===== src/rtl/uart_rx_ctrl.sv =====
// uart_rx_ctrl: config registers, enable sequencing and receive FIFO
// for a single uart_rx instance, with host register port and interrupt.
module uart_rx_ctrl #(
   parameter int FIFO_DEPTH    = 16,
   parameter int TIMEOUT_TICKS = 40
) (
   input  logic        clk,
   input  logic        rstn_i,
   input  logic        cfg_we_i,
   input  logic        cfg_re_i,
   input  logic [1:0]  cfg_addr_i,
   input  logic [31:0] cfg_wdata_i,
   output logic [31:0] cfg_rdata_o,
   output logic        rx_enable_o,
   output logic [31:0] clk_div_o,
   output logic        parity_en_o,
   input  logic [7:0]  rx_data_i,
   input  logic        rx_valid_i,
   input  logic        rx_err_i,
   output logic        irq_o
);

   localparam int AW = $clog2(FIFO_DEPTH);
   localparam int CW = AW + 1;
   localparam int TW = $clog2(TIMEOUT_TICKS + 1);

   localparam logic [1:0] S_OFF   = 2'd0;
   localparam logic [1:0] S_RUN   = 2'd1;
   localparam logic [1:0] S_REARM = 2'd2;

   logic [1:0]    state_q, state_d;
   logic          enable_q, parity_q;
   logic          thr_en_q, tmo_en_q, ovf_en_q;
   logic [7:0]    thr_q;
   logic [31:0]   clkdiv_q;

   logic [8:0]    mem [FIFO_DEPTH];
   logic [AW-1:0] wptr_q, rptr_q;
   logic [CW-1:0] count_q;

   logic          ovf_q, perr_q, tmo_q;
   logic [31:0]   baud_q;
   logic [TW-1:0] tick_q;
   logic          irq_q;
   logic [31:0]   rdata_q;
   logic [31:0]   rd_mux;

   logic ctrl_wr, clkdiv_wr, status_wr;
   logic flush, empty, full;
   logic push_req, push_ok, pop, ovf_set;
   logic run, baud_tick, tick_clr, tmo_set;
   logic irq_d;

   // Decode strobes and FIFO/timeout qualifiers; flush beats push and pop.
   always_comb begin
      ctrl_wr   = cfg_we_i && (cfg_addr_i == 2'd0);
      clkdiv_wr = cfg_we_i && (cfg_addr_i == 2'd1);
      status_wr = cfg_we_i && (cfg_addr_i == 2'd2);
      flush     = ctrl_wr && cfg_wdata_i[2];
      empty     = (count_q == '0);
      full      = (count_q == CW'(FIFO_DEPTH));
      push_req  = rx_valid_i && (state_q != S_OFF);
      pop       = cfg_re_i && (cfg_addr_i == 2'd3)
                  && !empty && !flush;
      push_ok   = push_req && !flush && (!full || pop);
      ovf_set   = push_req && !flush && full && !pop;
      run       = (state_q == S_RUN);
      baud_tick = run && (baud_q == clkdiv_q);
      tick_clr  = push_ok || pop || flush || empty;
      tmo_set   = !tick_clr && baud_tick
                  && (tick_q == TW'(TIMEOUT_TICKS - 1));
      irq_d     = (thr_en_q && (8'(count_q) >= thr_q)
                   && (thr_q != 8'd0))
                  || (tmo_en_q && tmo_q)
                  || (ovf_en_q && ovf_q);
   end

   // Next FSM state; any config change while running forces a 1-cycle rearm.
   always_comb begin
      state_d = state_q;
      unique case (state_q)
         S_OFF: begin
            if (ctrl_wr && cfg_wdata_i[0])
               state_d = S_RUN;
         end
         S_RUN: begin
            if (ctrl_wr && !cfg_wdata_i[0])
               state_d = S_OFF;
            else if (clkdiv_wr
                     || (ctrl_wr && (cfg_wdata_i[1] != parity_q)))
               state_d = S_REARM;
         end
         S_REARM: begin
            if (ctrl_wr && !cfg_wdata_i[0])
               state_d = S_OFF;
            else
               state_d = S_RUN;
         end
         default: state_d = S_OFF;
      endcase
   end

   // Register read mux; a DATA read of an empty or flushed FIFO yields 0.
   always_comb begin
      rd_mux = '0;
      case (cfg_addr_i)
         2'd0: rd_mux = {16'b0, thr_q, 2'b0, ovf_en_q, tmo_en_q,
                         thr_en_q, 1'b0, parity_q, enable_q};
         2'd1: rd_mux = clkdiv_q;
         2'd2: rd_mux = {16'b0, 8'(count_q), 4'b0,
                         tmo_q, perr_q, ovf_q, !empty};
         default: rd_mux = pop ? {1'b1, 22'b0, mem[rptr_q]} : '0;
      endcase
   end

   // FSM state and configuration registers.
   always_ff @(posedge clk or negedge rstn_i) begin
      if (!rstn_i) begin
         state_q  <= S_OFF;
         enable_q <= 1'b0;
         parity_q <= 1'b0;
         thr_en_q <= 1'b0;
         tmo_en_q <= 1'b0;
         ovf_en_q <= 1'b0;
         thr_q    <= '0;
         clkdiv_q <= '0;
      end else begin
         state_q <= state_d;
         if (ctrl_wr) begin
            enable_q <= cfg_wdata_i[0];
            parity_q <= cfg_wdata_i[1];
            thr_en_q <= cfg_wdata_i[3];
            tmo_en_q <= cfg_wdata_i[4];
            ovf_en_q <= cfg_wdata_i[5];
            thr_q    <= cfg_wdata_i[15:8];
         end
         if (clkdiv_wr)
            clkdiv_q <= cfg_wdata_i;
      end
   end

   // FIFO storage; contents need no reset since pointers define validity.
   always_ff @(posedge clk) begin
      if (push_ok)
         mem[wptr_q] <= {rx_err_i, rx_data_i};
   end

   // FIFO pointers and occupancy.
   always_ff @(posedge clk or negedge rstn_i) begin
      if (!rstn_i) begin
         wptr_q  <= '0;
         rptr_q  <= '0;
         count_q <= '0;
      end else if (flush) begin
         wptr_q  <= '0;
         rptr_q  <= '0;
         count_q <= '0;
      end else begin
         if (push_ok)
            wptr_q <= wptr_q + 1'b1;
         if (pop)
            rptr_q <= rptr_q + 1'b1;
         count_q <= count_q + CW'(push_ok) - CW'(pop);
      end
   end

   // Sticky status flags: write-1-to-clear, a same-cycle set wins.
   always_ff @(posedge clk or negedge rstn_i) begin
      if (!rstn_i) begin
         ovf_q  <= 1'b0;
         perr_q <= 1'b0;
         tmo_q  <= 1'b0;
      end else begin
         ovf_q  <= (ovf_q && !(status_wr && cfg_wdata_i[1]))
                   || ovf_set;
         perr_q <= (perr_q && !(status_wr && cfg_wdata_i[2]))
                   || (push_req && rx_err_i);
         tmo_q  <= (tmo_q && !(status_wr && cfg_wdata_i[3]))
                   || tmo_set;
      end
   end

   // Baud divider and idle tick counter, the latter saturating at the limit.
   always_ff @(posedge clk or negedge rstn_i) begin
      if (!rstn_i) begin
         baud_q <= '0;
         tick_q <= '0;
      end else begin
         if (!run || baud_tick)
            baud_q <= '0;
         else
            baud_q <= baud_q + 32'd1;
         if (tick_clr)
            tick_q <= '0;
         else if (baud_tick && (tick_q != TW'(TIMEOUT_TICKS)))
            tick_q <= tick_q + 1'b1;
      end
   end

   // Registered read data and interrupt.
   always_ff @(posedge clk or negedge rstn_i) begin
      if (!rstn_i) begin
         rdata_q <= '0;
         irq_q   <= 1'b0;
      end else begin
         if (cfg_re_i)
            rdata_q <= rd_mux;
         irq_q <= irq_d;
      end
   end

   assign cfg_rdata_o = rdata_q;
   assign rx_enable_o = run;
   assign clk_div_o   = clkdiv_q;
   assign parity_en_o = parity_q;
   assign irq_o       = irq_q;

endmodule


===== config.mk =====
export PLATFORM = sky130hd
export DESIGN_NAME = uart_rx_ctrl
export DESIGN_NICKNAME = d
export VERILOG_FILES = /design/src/rtl/uart_rx_ctrl.sv
export SDC_FILE = /design/constraint.sdc
export NUM_CORES = 1
export LEC_CHECK = 0
export ABC_AREA = 1
export BUFFER_PORTS_ARGS = -buffer_cell sky130_fd_sc_hd__buf_4
export CAP_MARGIN = 20
export CELL_PAD_IN_SITES_DETAIL_PLACEMENT = 0
export CELL_PAD_IN_SITES_GLOBAL_PLACEMENT = 1
export CORE_MARGIN = 4
export CORE_UTILIZATION = 50
export CTS_CLUSTER_SIZE = 24
export DETAILED_ROUTE_END_ITERATION = 10
export GPL_TIMING_DRIVEN = 0
export PLACE_DENSITY = 0.94
export SYNTH_ARGS = -nofsm -noshare
export SYNTH_HDL_FRONTEND = slang
export SYNTH_SLANG_ARGS = --single-unit

===== constraint.sdc =====
create_clock -name clk -period 5.2 [get_ports clk]
set_clock_uncertainty 0.1 [all_clocks]
set_input_delay 0.78 -clock clk [delete_from_list [all_inputs] [get_ports clk]]
set_output_delay 0.78 -clock clk [all_outputs]
set_load 0.03 [all_outputs]

# Word level (Yosys, flattened, before mapping)
# Memories as Yosys holds them, arrays and structs flattened.
# Index checks and enable logic that the tools add are counted.
# totals
word_cells	115
out_inout_bits	67
n_memories	1
mem_bits_rw	144
rom_bits	0
in_bits	48
latch_bits	0
reg_bits	134
# classes
shift	0
eq_ne	12
n_lt_le_gt_ge	1
reduce_logical	60
bitwise_logic	0
mul	0
div	0
mux	17
addsub	6
# memory_table
name	depth	width	rd	rd_ports_with_merged_regs	write_ports	line_no	source
mem	16	9	1	0	1	37	logic [8:0] mem [FIFO_DEPTH];
# op_table
op	count
32-bit case mux with 3 select lines	1
32-bit 2-to-1 mux	2
32-bit by 1-bit adder with 32-bit output, second input constant	1
32-bit == test	1
1-bit logical AND	30
4-bit 2-to-1 mux	4
6-bit 2-to-1 mux	2
1-bit logical OR	11
1-bit zero test	10
4-bit by 1-bit adder with 4-bit output, second input constant	2
5-bit by 8-bit >= comparator with 1-bit output	1
2-bit nonzero test	4
8-bit nonzero test	1
6-bit by 1-bit adder with 6-bit output, second input constant	1
2-bit == test, second input constant	3
6-bit == test, second input constant	1
2-bit 2-to-1 mux	3
6-bit inequality test, second input constant	1
2-bit case mux with 3 select lines	1
5-bit by 1-bit adder with 5-bit output	1
5-bit == test, second input constant	1
5-bit zero test	1
5-bit 2-to-1 mux	1
5-bit by 1-bit subtractor with 5-bit output	1
7 further kinds	11

# Longest topological paths before layout
# Gate-level depths: netlist (run 1).
# depth
depth_word	14
mapped_depth	16
mapped_depth_nobuf	16

# Worst setup path before layout (run 1)
# No wires, ideal clock.
# synth_timing
kind	input-to-reg
start	input port cfg_re_i
end	register count_q[4]
slack_ns	2.325
arrival_ns	2.653
setup_time_ns	0.122
path_stages	14
path_buffers	1
cell_sequence	buf_4 -> inv_2 -> nor3_2 -> nand2_2 -> nand3_2 -> nand3_2 -> ha_1 -> ha_1 -> fa_1 -> nand2_1 -> a21oi_1 -> nor2_1 -> xor2_1 -> nor2_1
# synth_via
elab_chain_len	8
# synth_rtl
item	line_no	source
from (decl)	10	input logic cfg_re_i,
1-bit logical AND (*)	63	pop = cfg_re_i && (cfg_addr_i == 2'd3)
1-bit logical AND (*) (2 in series)	64	&& !empty && !flush;
1-bit logical OR	65	push_ok = push_req && !flush && (!full || pop);
1-bit logical AND	65	
5-bit by 1-bit adder with 5-bit output	163	count_q <= count_q + CW'(push_ok) - CW'(pop);
5-bit by 1-bit subtractor with 5-bit output (*)	163	
5-bit 2-to-1 mux (*)	154	end else if (flush) begin
to (signal assigned)	163	
to (decl)	39	logic [CW-1:0] count_q;
# Every way passes the cells marked *; elsewhere a longest branch is shown, timed or not.
# A chain may end at the register's enable or synchronous reset.

# Final worst setup path (run 1)
# layout_timing
start	register count_q[2]
end	memory mem[1][5] (enable)
# layout_via
elab_chain_len	8
# layout_rtl
item	line_no	source
5-bit zero test	60	empty = (count_q == '0);
1-bit zero test	64	
1-bit logical AND (2 in series)	64	
1-bit logical OR (*)	65	
1-bit logical AND (*)	65	
1-bit 2-to-1 mux (*)	144	if (push_ok)
1-bit 2-to-1 mux (implied by the code) (*)	145	mem[wptr_q] <= {rx_err_i, rx_data_i};
to (decl)	37	
# Marked as above.

==> summary.md, run 1 <==
| Metric | Value |
|---|---|
| Final WS setup | `2.26 ns` |
| Starting Density | `0.510` |
| Crit share post-route | `0.566` |
| Overall Global Routing Usage | `0.254` |
| Achievable Freq | `340 MHz` |
| Max-slew headroom | `0.261` |
| CTS sink count | `278` |
| CP endpoint kind | `flop` |
| Final setup viols | `0` |
| Htree depth | `1` |
| Setup Fix Bufs, Post-CTS | `0` |
| CP most frequent cell | `nand2_1` |
| Routed wl met2 | `16000 um` |
| Storage cell area | `7680 um^2` |
| Critical path's slowest cell | `nor2_1` |
| Post-Route Setup TNS | `0 ns` |
| Final WL | `36700 um` |
| Layout area overhead | `17.1%` |
| Synth Instances | `1335` |
| Max-Cap Viols | `0` |
| Met3 WL | `3360 um` |
| CTS clk-pin slew, worst paths | `0.06 ns` |
| Vias in the first global route | `9864` |
| Via density | `5.57` |
| Layout cells sized above 1 | `0.167` |
| Core area | `25300 um^2` |
| CTS Hold Bufs | `0` |
| RSZ-0062 raised after global routing | `no` |
| IO Count | `115` |
| CP peak stage delay | `0.82 ns` |
| Mapped Area | `12900 um^2` |
| Static Leak | `6.43 nW` |
| Max Slew Vio Count | `0` |
| Chip height | `169 um` |
| N_diodes | `0` |
| Mean Syn Cell Area | `9.68 um^2` |
| Top Layer Used | `met5` |
| Overflow after GRT | `0` |
| Post-route cell area | `15100 um^2` |
| Crit path cell chain | `inv_1 > ha_1 > nand2_1 > nor2_2 > nand2_1 > nand2_2 > nand3_2 > nand3_2 > inv_2 > nand2_1 > nor2_1` |
| Wl on met1 | `16200 um` |
| Synth warn | `0` |
| WHS | `0.0219 ns` |
| CP bufs+invs | `2` |
| Non-filler cells, final | `1831` |
| Crit Path Class | `flop to flop` |
| Residual DRC | `0` |
| Placed Cells | `1779` |
| Post-route minimum period | `2.94 ns` |
| Outcome | `complete, no violations` |
| Final Net Count | `1549` |
| Worst Tran Pin Value | `1.10 ns` |
| Routed length per instance | `20.0 um` |
| Arrival time worst endpoint | `3.01 ns` |
| Root buf cell | `clkbuf_16` |
| Multi-input gate area | `4580 um^2` |
| PwrDens | `457 nW/um^2` |
| Yosys cell types | `47` |
| Initial DRC count | `1117` |
| Ys flop type | `edfxtp_1` |
| Initial antenna violation count | `1` |
| Top delay family on crit path | `simple AND/OR/NAND/NOR gates` |
| Commonest non-fill, non-tap cells in the layout | `nand2_1, edfxtp_1, dfrtp_1, buf_4, nor2_1` |
| Hold Crit Class | `input pin to async pin` |
| Row cnt | `58` |
| FFs w/ async S/R, synth | `0.482` |
| CP Launch Type | `flop` |
| TritonCTS buffer count | `29` |
| Pre-Repair DR Iteration Count | `6` |
| Final ANT Viol Nets | `0` |
| Most common cell after layout, fill and taps aside | `nand2_1` |
| Worst VDD drop | `313 uV` |
| Syn_nets | `1404` |
| Hold Fails Final Rpt | `0` |
| Die area | `28500 um^2` |
| Utilization after layout | `0.597` |
| Largest net degree at the start of global routing | `99` |
| Post-place setup slack | `1.97 ns` |
| Sequential fraction of the synthesis area | `0.594` |
| Fill cell count | `2104` |
| Clk buf depth | `3` |
| Worst skew pair latency | `0.55 ns` |
| Via count | `10.2k` |
| Chip width | `169 um` |
| Cell Area, Placed | `14200 um^2` |
| Number of synthesized flops with an enable pin | `144` |
| First-pass GRT wire length | `56300 um` |
| Register bit count reported by yosys | `278` |
| Post-DP HPWL | `26100 um` |
| Total power | `6.92 mW` |
| Gpl congestion | `0.923` |
| Port bufs | `113` |
| Cts repair resizes | `0` |
| Worst Path Required | `5.27 ns` |
| CTS tree | `done` |
| Crit-path max FO | `9` |
-- state kept, by name, indices dropped and copies added (netlist names), 2 cells and up --
| register | cells |
|---|---|
| state_q | 2 |
| rptr_q | 4 |
| wptr_q | 4 |
| clk_div_o | 32 |
| mem | 144 |
| baud_q | 32 |
| tick_q | 6 |
| thr_q | 8 |
| cfg_rdata_o | 32 |
| count_q | 5 |
-- worst reg2reg max path, cell delays in order (launching register included) --
cell and delay [ns]:
dfrtp_1 0.43, inv_1 0.09, ha_1 0.20, nand2_1 0.08, nor2_2 0.05, nand2_1 0.13
nand2_2 0.13, nand3_2 0.11, nand3_2 0.12, inv_2 0.16, nand2_1 0.14, nor2_1 0.82
-- power breakdown --
group,switching [mW],internal [mW],leakage (nW)
Combinational,1.48,0.679,2.95
Clock,0.855,1.16,0.450
Sequential,0.205,2.54,3.04
Total,2.54,4.38,6.43
-- synthesized netlist by cell type, types with 11 or more instances --
cell      instances  share of area
clkbuf_1         21         0.0061
nor2_1          100          0.029
xnor2_1          25          0.017
ha_1             20          0.019
nor3_1           23         0.0089
inv_2            14         0.0041
nand2_1         371           0.11
edfxtp_1        144           0.33
nand3_1          88          0.034
buf_2            24         0.0093
nand4_1          11         0.0053
dfrtp_1         134           0.26
a21oi_1          64          0.025
nor3_2           12         0.0093
inv_1            95          0.028
xor2_1           13         0.0088
o21ai_0          75          0.029
-- final cells by class --
| type | count | area share |
|---|---|---|
| repair buffers | 114 | 0.0581 |
| clock buffers | 44 | 0.0557 |
| multi-input cells | 894 | 0.303 |
| well taps | 330 | 0.0273 |
| flip-flops and latches | 278 | 0.507 |
| inverters | 111 | 0.0275 |
| clock inverters | 8 | 0.00496 |
| plain buffers | 52 | 0.0164 |
-- final timing paths --
kind / end / slack, ns / start / cells after the start
worst min-delay path: cfg_rdata_o[30]$_DFFE_PN0P_ / 0.02 / rstn_i / 1
max in group asynchronous: tick_q[1]$_DFFE_PN0P_ / 4.15 / rstn_i / 2
min in group clk: clk_div_o[27]$_DFFE_PN0P_ / 0.33 / cfg_wdata_i[27] / 3
worst max-delay path: mem[1][5]$_DFFE_PP_ / 2.26 / count_q[2]$_DFF_PN0_ / 11
worst max register to register: mem[1][5]$_DFFE_PP_ / 2.26 / count_q[2]$_DFF_PN0_ / 11
worst min register to register: cfg_rdata_o[24]$_DFFE_PN0P_ / 0.38 / cfg_rdata_o[24]$_DFFE_PN0P_ / 2
-- logic make-up (layout without fill, tap and decap cells) --
logic type / after synthesis / in the layout / share of synthesized area
AOI/OAI and AO/OA: 185 / 185 / 0.0805
adders and majority gates: 21 / 21 / 0.0209
DFF: 278 / 278 / 0.594
and+or+nand+nor: 650 / 650 / 0.227
buffers and inverters: 163 / 329 / 0.0514
xor gates and xnor gates: 38 / 38 / 0.0258
-- per-layer routing --
metal | up-vias | GRT usage
met5 | - | 0
met2 | 506 | 0.379
met4 | 2 | 0.0801
met1 | 4866 | 0.379
li1 | 4744 | -
met3 | 80 | 0.0458
No activity file was read; power rests on OpenSTA's default activity.
==> run 2, diff against run 1 <==
--- a/config.mk
+++ b/config.mk
@@ -11,11 +11,11 @@
 export CELL_PAD_IN_SITES_DETAIL_PLACEMENT = 0
 export CELL_PAD_IN_SITES_GLOBAL_PLACEMENT = 1
 export CORE_MARGIN = 4
-export CORE_UTILIZATION = 50
+export CORE_UTILIZATION = 47
 export CTS_CLUSTER_SIZE = 24
 export DETAILED_ROUTE_END_ITERATION = 10
 export GPL_TIMING_DRIVEN = 0
-export PLACE_DENSITY = 0.94
+export PLACE_DENSITY = 0.89
 export SYNTH_ARGS = -nofsm -noshare
 export SYNTH_HDL_FRONTEND = slang
 export SYNTH_SLANG_ARGS = --single-unit
==> constraint.sdc (replaced) <==
create_clock -name clk -period 2.8 [get_ports clk]
set_clock_uncertainty 0.1 [all_clocks]
set_input_delay 0.42 -clock clk [delete_from_list [all_inputs] [get_ports clk]]
set_output_delay 0.42 -clock clk [all_outputs]
set_load 0.03 [all_outputs]
==> summary.md, run 2 (synthesized netlist as in run 1, its figures left out) <==
| Metric | Value |
|---|---|
| CP Launch Type | `flop` |
| Outcome | `complete, no violations` |
| Gpl congestion | `0.930 (+0.75%)` |
| First-pass GRT wire length | `58300 um (+3.6%)` |
| Htree depth | `1 (unchanged)` |
| Final Net Count | `1583 (+2.2%)` |
| Worst VDD drop | `442 uV (+41%)` |
| Worst skew pair latency | `0.58 ns (+0.03 ns)` |
| Worst Path Required | `2.89 ns (-2.38 ns)` |
| CTS tree | `done` |
| CP endpoint kind | `flop` |
| Via density | `5.51 (-1.1%)` |
| Initial DRC count | `900 (-19%)` |
| Max Slew Vio Count | `0 (unchanged)` |
| Final setup viols | `0 (unchanged)` |
| Initial antenna violation count | `0 (-1)` |
| Overall Global Routing Usage | `0.244 (-0.00911)` |
| PwrDens | `853 nW/um^2 (+87%)` |
| Chip width | `174 um (+3.0%)` |
| IO Count | `115 (unchanged)` |
| Utilization after layout | `0.580 (-0.0176)` |
| Hold Crit Class | `input pin to flop` |
| Routed length per instance | `20.1 um (+0.29%)` |
| Post-route minimum period | `2.77 ns (-0.176 ns)` |
| Achievable Freq | `362 MHz (+6.4%)` |
| Commonest non-fill, non-tap cells in the layout | `nand2_1, edfxtp_1, dfrtp_1, buf_4, inv_1` |
| Static Leak | `6.65 nW (+3.3%)` |
| Row cnt | `60 (+3.4%)` |
| Residual DRC | `0 (unchanged)` |
| Largest net degree at the start of global routing | `87 (-12%)` |
| Max-slew headroom | `0.367 (+0.106)` |
| Post-Route Setup TNS | `0 ns (unchanged)` |
| TritonCTS buffer count | `29 (unchanged)` |
| Max-Cap Viols | `0 (unchanged)` |
| Number of flip-flops in the largest register | `144 (unchanged)` |
| WHS | `0.00780 ns (-0.0141 ns)` |
| Overflow after GRT | `0 (unchanged)` |
| Crit Path Class | `flop to flop` |
| Total power | `13.4 mW (+93%)` |
| Core area | `27000 um^2 (+6.7%)` |
| Crit share post-route | `0.988 (+0.422)` |
| CTS clk-pin slew, worst paths | `0.06 ns (about the same)` |
| Cell Area, Placed | `14200 um^2 (about the same)` |
| Final ANT Viol Nets | `0 (unchanged)` |
| Post-DP HPWL | `26700 um (+2.2%)` |
| Port bufs | `113 (unchanged)` |
| Largest register by flop count | `mem` |
| Via count | `10.3k (+1.4%)` |
| CTS sink count | `278 (unchanged)` |
| Vias in the first global route | `10.1k (+2.3%)` |
| Most common cell after layout, fill and taps aside | `nand2_1` |
| N_diodes | `0 (unchanged)` |
| Pre-Repair DR Iteration Count | `5 (-1)` |
| Post-route cell area | `15700 um^2 (+3.6%)` |
| Chip height | `174 um (+3.0%)` |
| Root buf cell | `clkbuf_16` |
| Arrival time worst endpoint | `2.86 ns (-0.15 ns)` |
| Starting Density | `0.478 (-0.0321)` |
| Die area | `30200 um^2 (+6.1%)` |
| Clk buf depth | `3 (unchanged)` |
| Worst Tran Pin Value | `0.946 ns (-0.158 ns)` |
| Hold Fails Final Rpt | `0 (unchanged)` |
| Layout cells sized above 1 | `0.182 (+0.0143)` |
| RSZ-0062 raised after global routing | `yes` |
| Crit-path max FO | `9 (unchanged)` |
| Layout area overhead | `21.3%` |
| Final WL | `37700 um (+2.9%)` |
[run 2: cell type report]
| cell class | count | area (um^2) |
|---|---|---|
| fill | 2318 | 11400 |
| sequential | 278 | 7680 |
| multi-input combinational | 894 | 4630 |
| timing repair buffer | 148 | 1220 |
| clock buffer | 41 | 905 |
| tap | 341 | 427 |
| inverter | 111 | 417 |
| buffer | 52 | 248 |
| clock inverter | 13 | 148 |
[run 2: routing by layer]
metal | vias to the layer above | part of all wire | wire, um | GRT usage
met5 | - | 0 | 0 | 0
met4 | 0 | 0.026 | 976 | 0.0706
li1 | 4821 | - | - | -
met2 | 465 | 0.45 | 17100 | 0.384
met1 | 4987 | 0.44 | 16800 | 0.357
met3 | 70 | 0.077 | 2890 | 0.0351
[run 2: worst paths after layout]
check,startpoint,to,slack [ns],cells after the start
min in group asynchronous,rstn_i,cfg_rdata_o[28]$_DFFE_PN0P_,0.25,2
worst max-delay path,count_q[2]$_DFF_PN0_,mem[5][0]$_DFFE_PP_,0.03,12
worst min-delay path,cfg_wdata_i[2],clk_div_o[2]$_DFFE_PN0P_,0.008,3
worst min register to register,cfg_rdata_o[20]$_DFFE_PN0P_,cfg_rdata_o[20]$_DFFE_PN0P_,0.39,2
max in group asynchronous,rstn_i,tick_q[0]$_DFFE_PN0P_,1.52,3
worst max register to register,count_q[2]$_DFF_PN0_,mem[5][0]$_DFFE_PP_,0.03,12
[run 2: report_power, final]
group | leakage [nW] | total (mW) | switching (mW) | internal, mW
Sequential | 3.04 | 5.08 | 0.373 | 4.71
Clock | 0.514 | 4.14 | 1.69 | 2.45
Combinational | 3.10 | 4.14 | 2.80 | 1.34
[run 2: critical path: stages, from the launching register on]
cell     delay, ns
dfrtp_1       0.37
inv_1         0.07
ha_1          0.19
nand2_1       0.08
nor2_2        0.05
nand2_2       0.11
nand2_4       0.07
nand3_2       0.10
nand3_4       0.09
buf_12        0.14
inv_2         0.11
nand2_1       0.15
nor2_1        0.75
[run 2: through the flow]
step	setup slack, ns	instances
3_3_place_gp	-0.158	1789
5_1_grt	-0.144	1878
3_5_place_dp	-0.226	1790
4_1_cts	0.00701	1876
6_report	0.0342	1878
2_1_floorplan	0.190	1335
[run 2: timing repair]
item	4_1_cts	5_1_grt
endpoints found under the hold margin	84	0
pin swaps	1	3
setup endpoints to repair	138	109
setup buffers	3	2
hold buffers	29	0
gates resized for setup	5	12
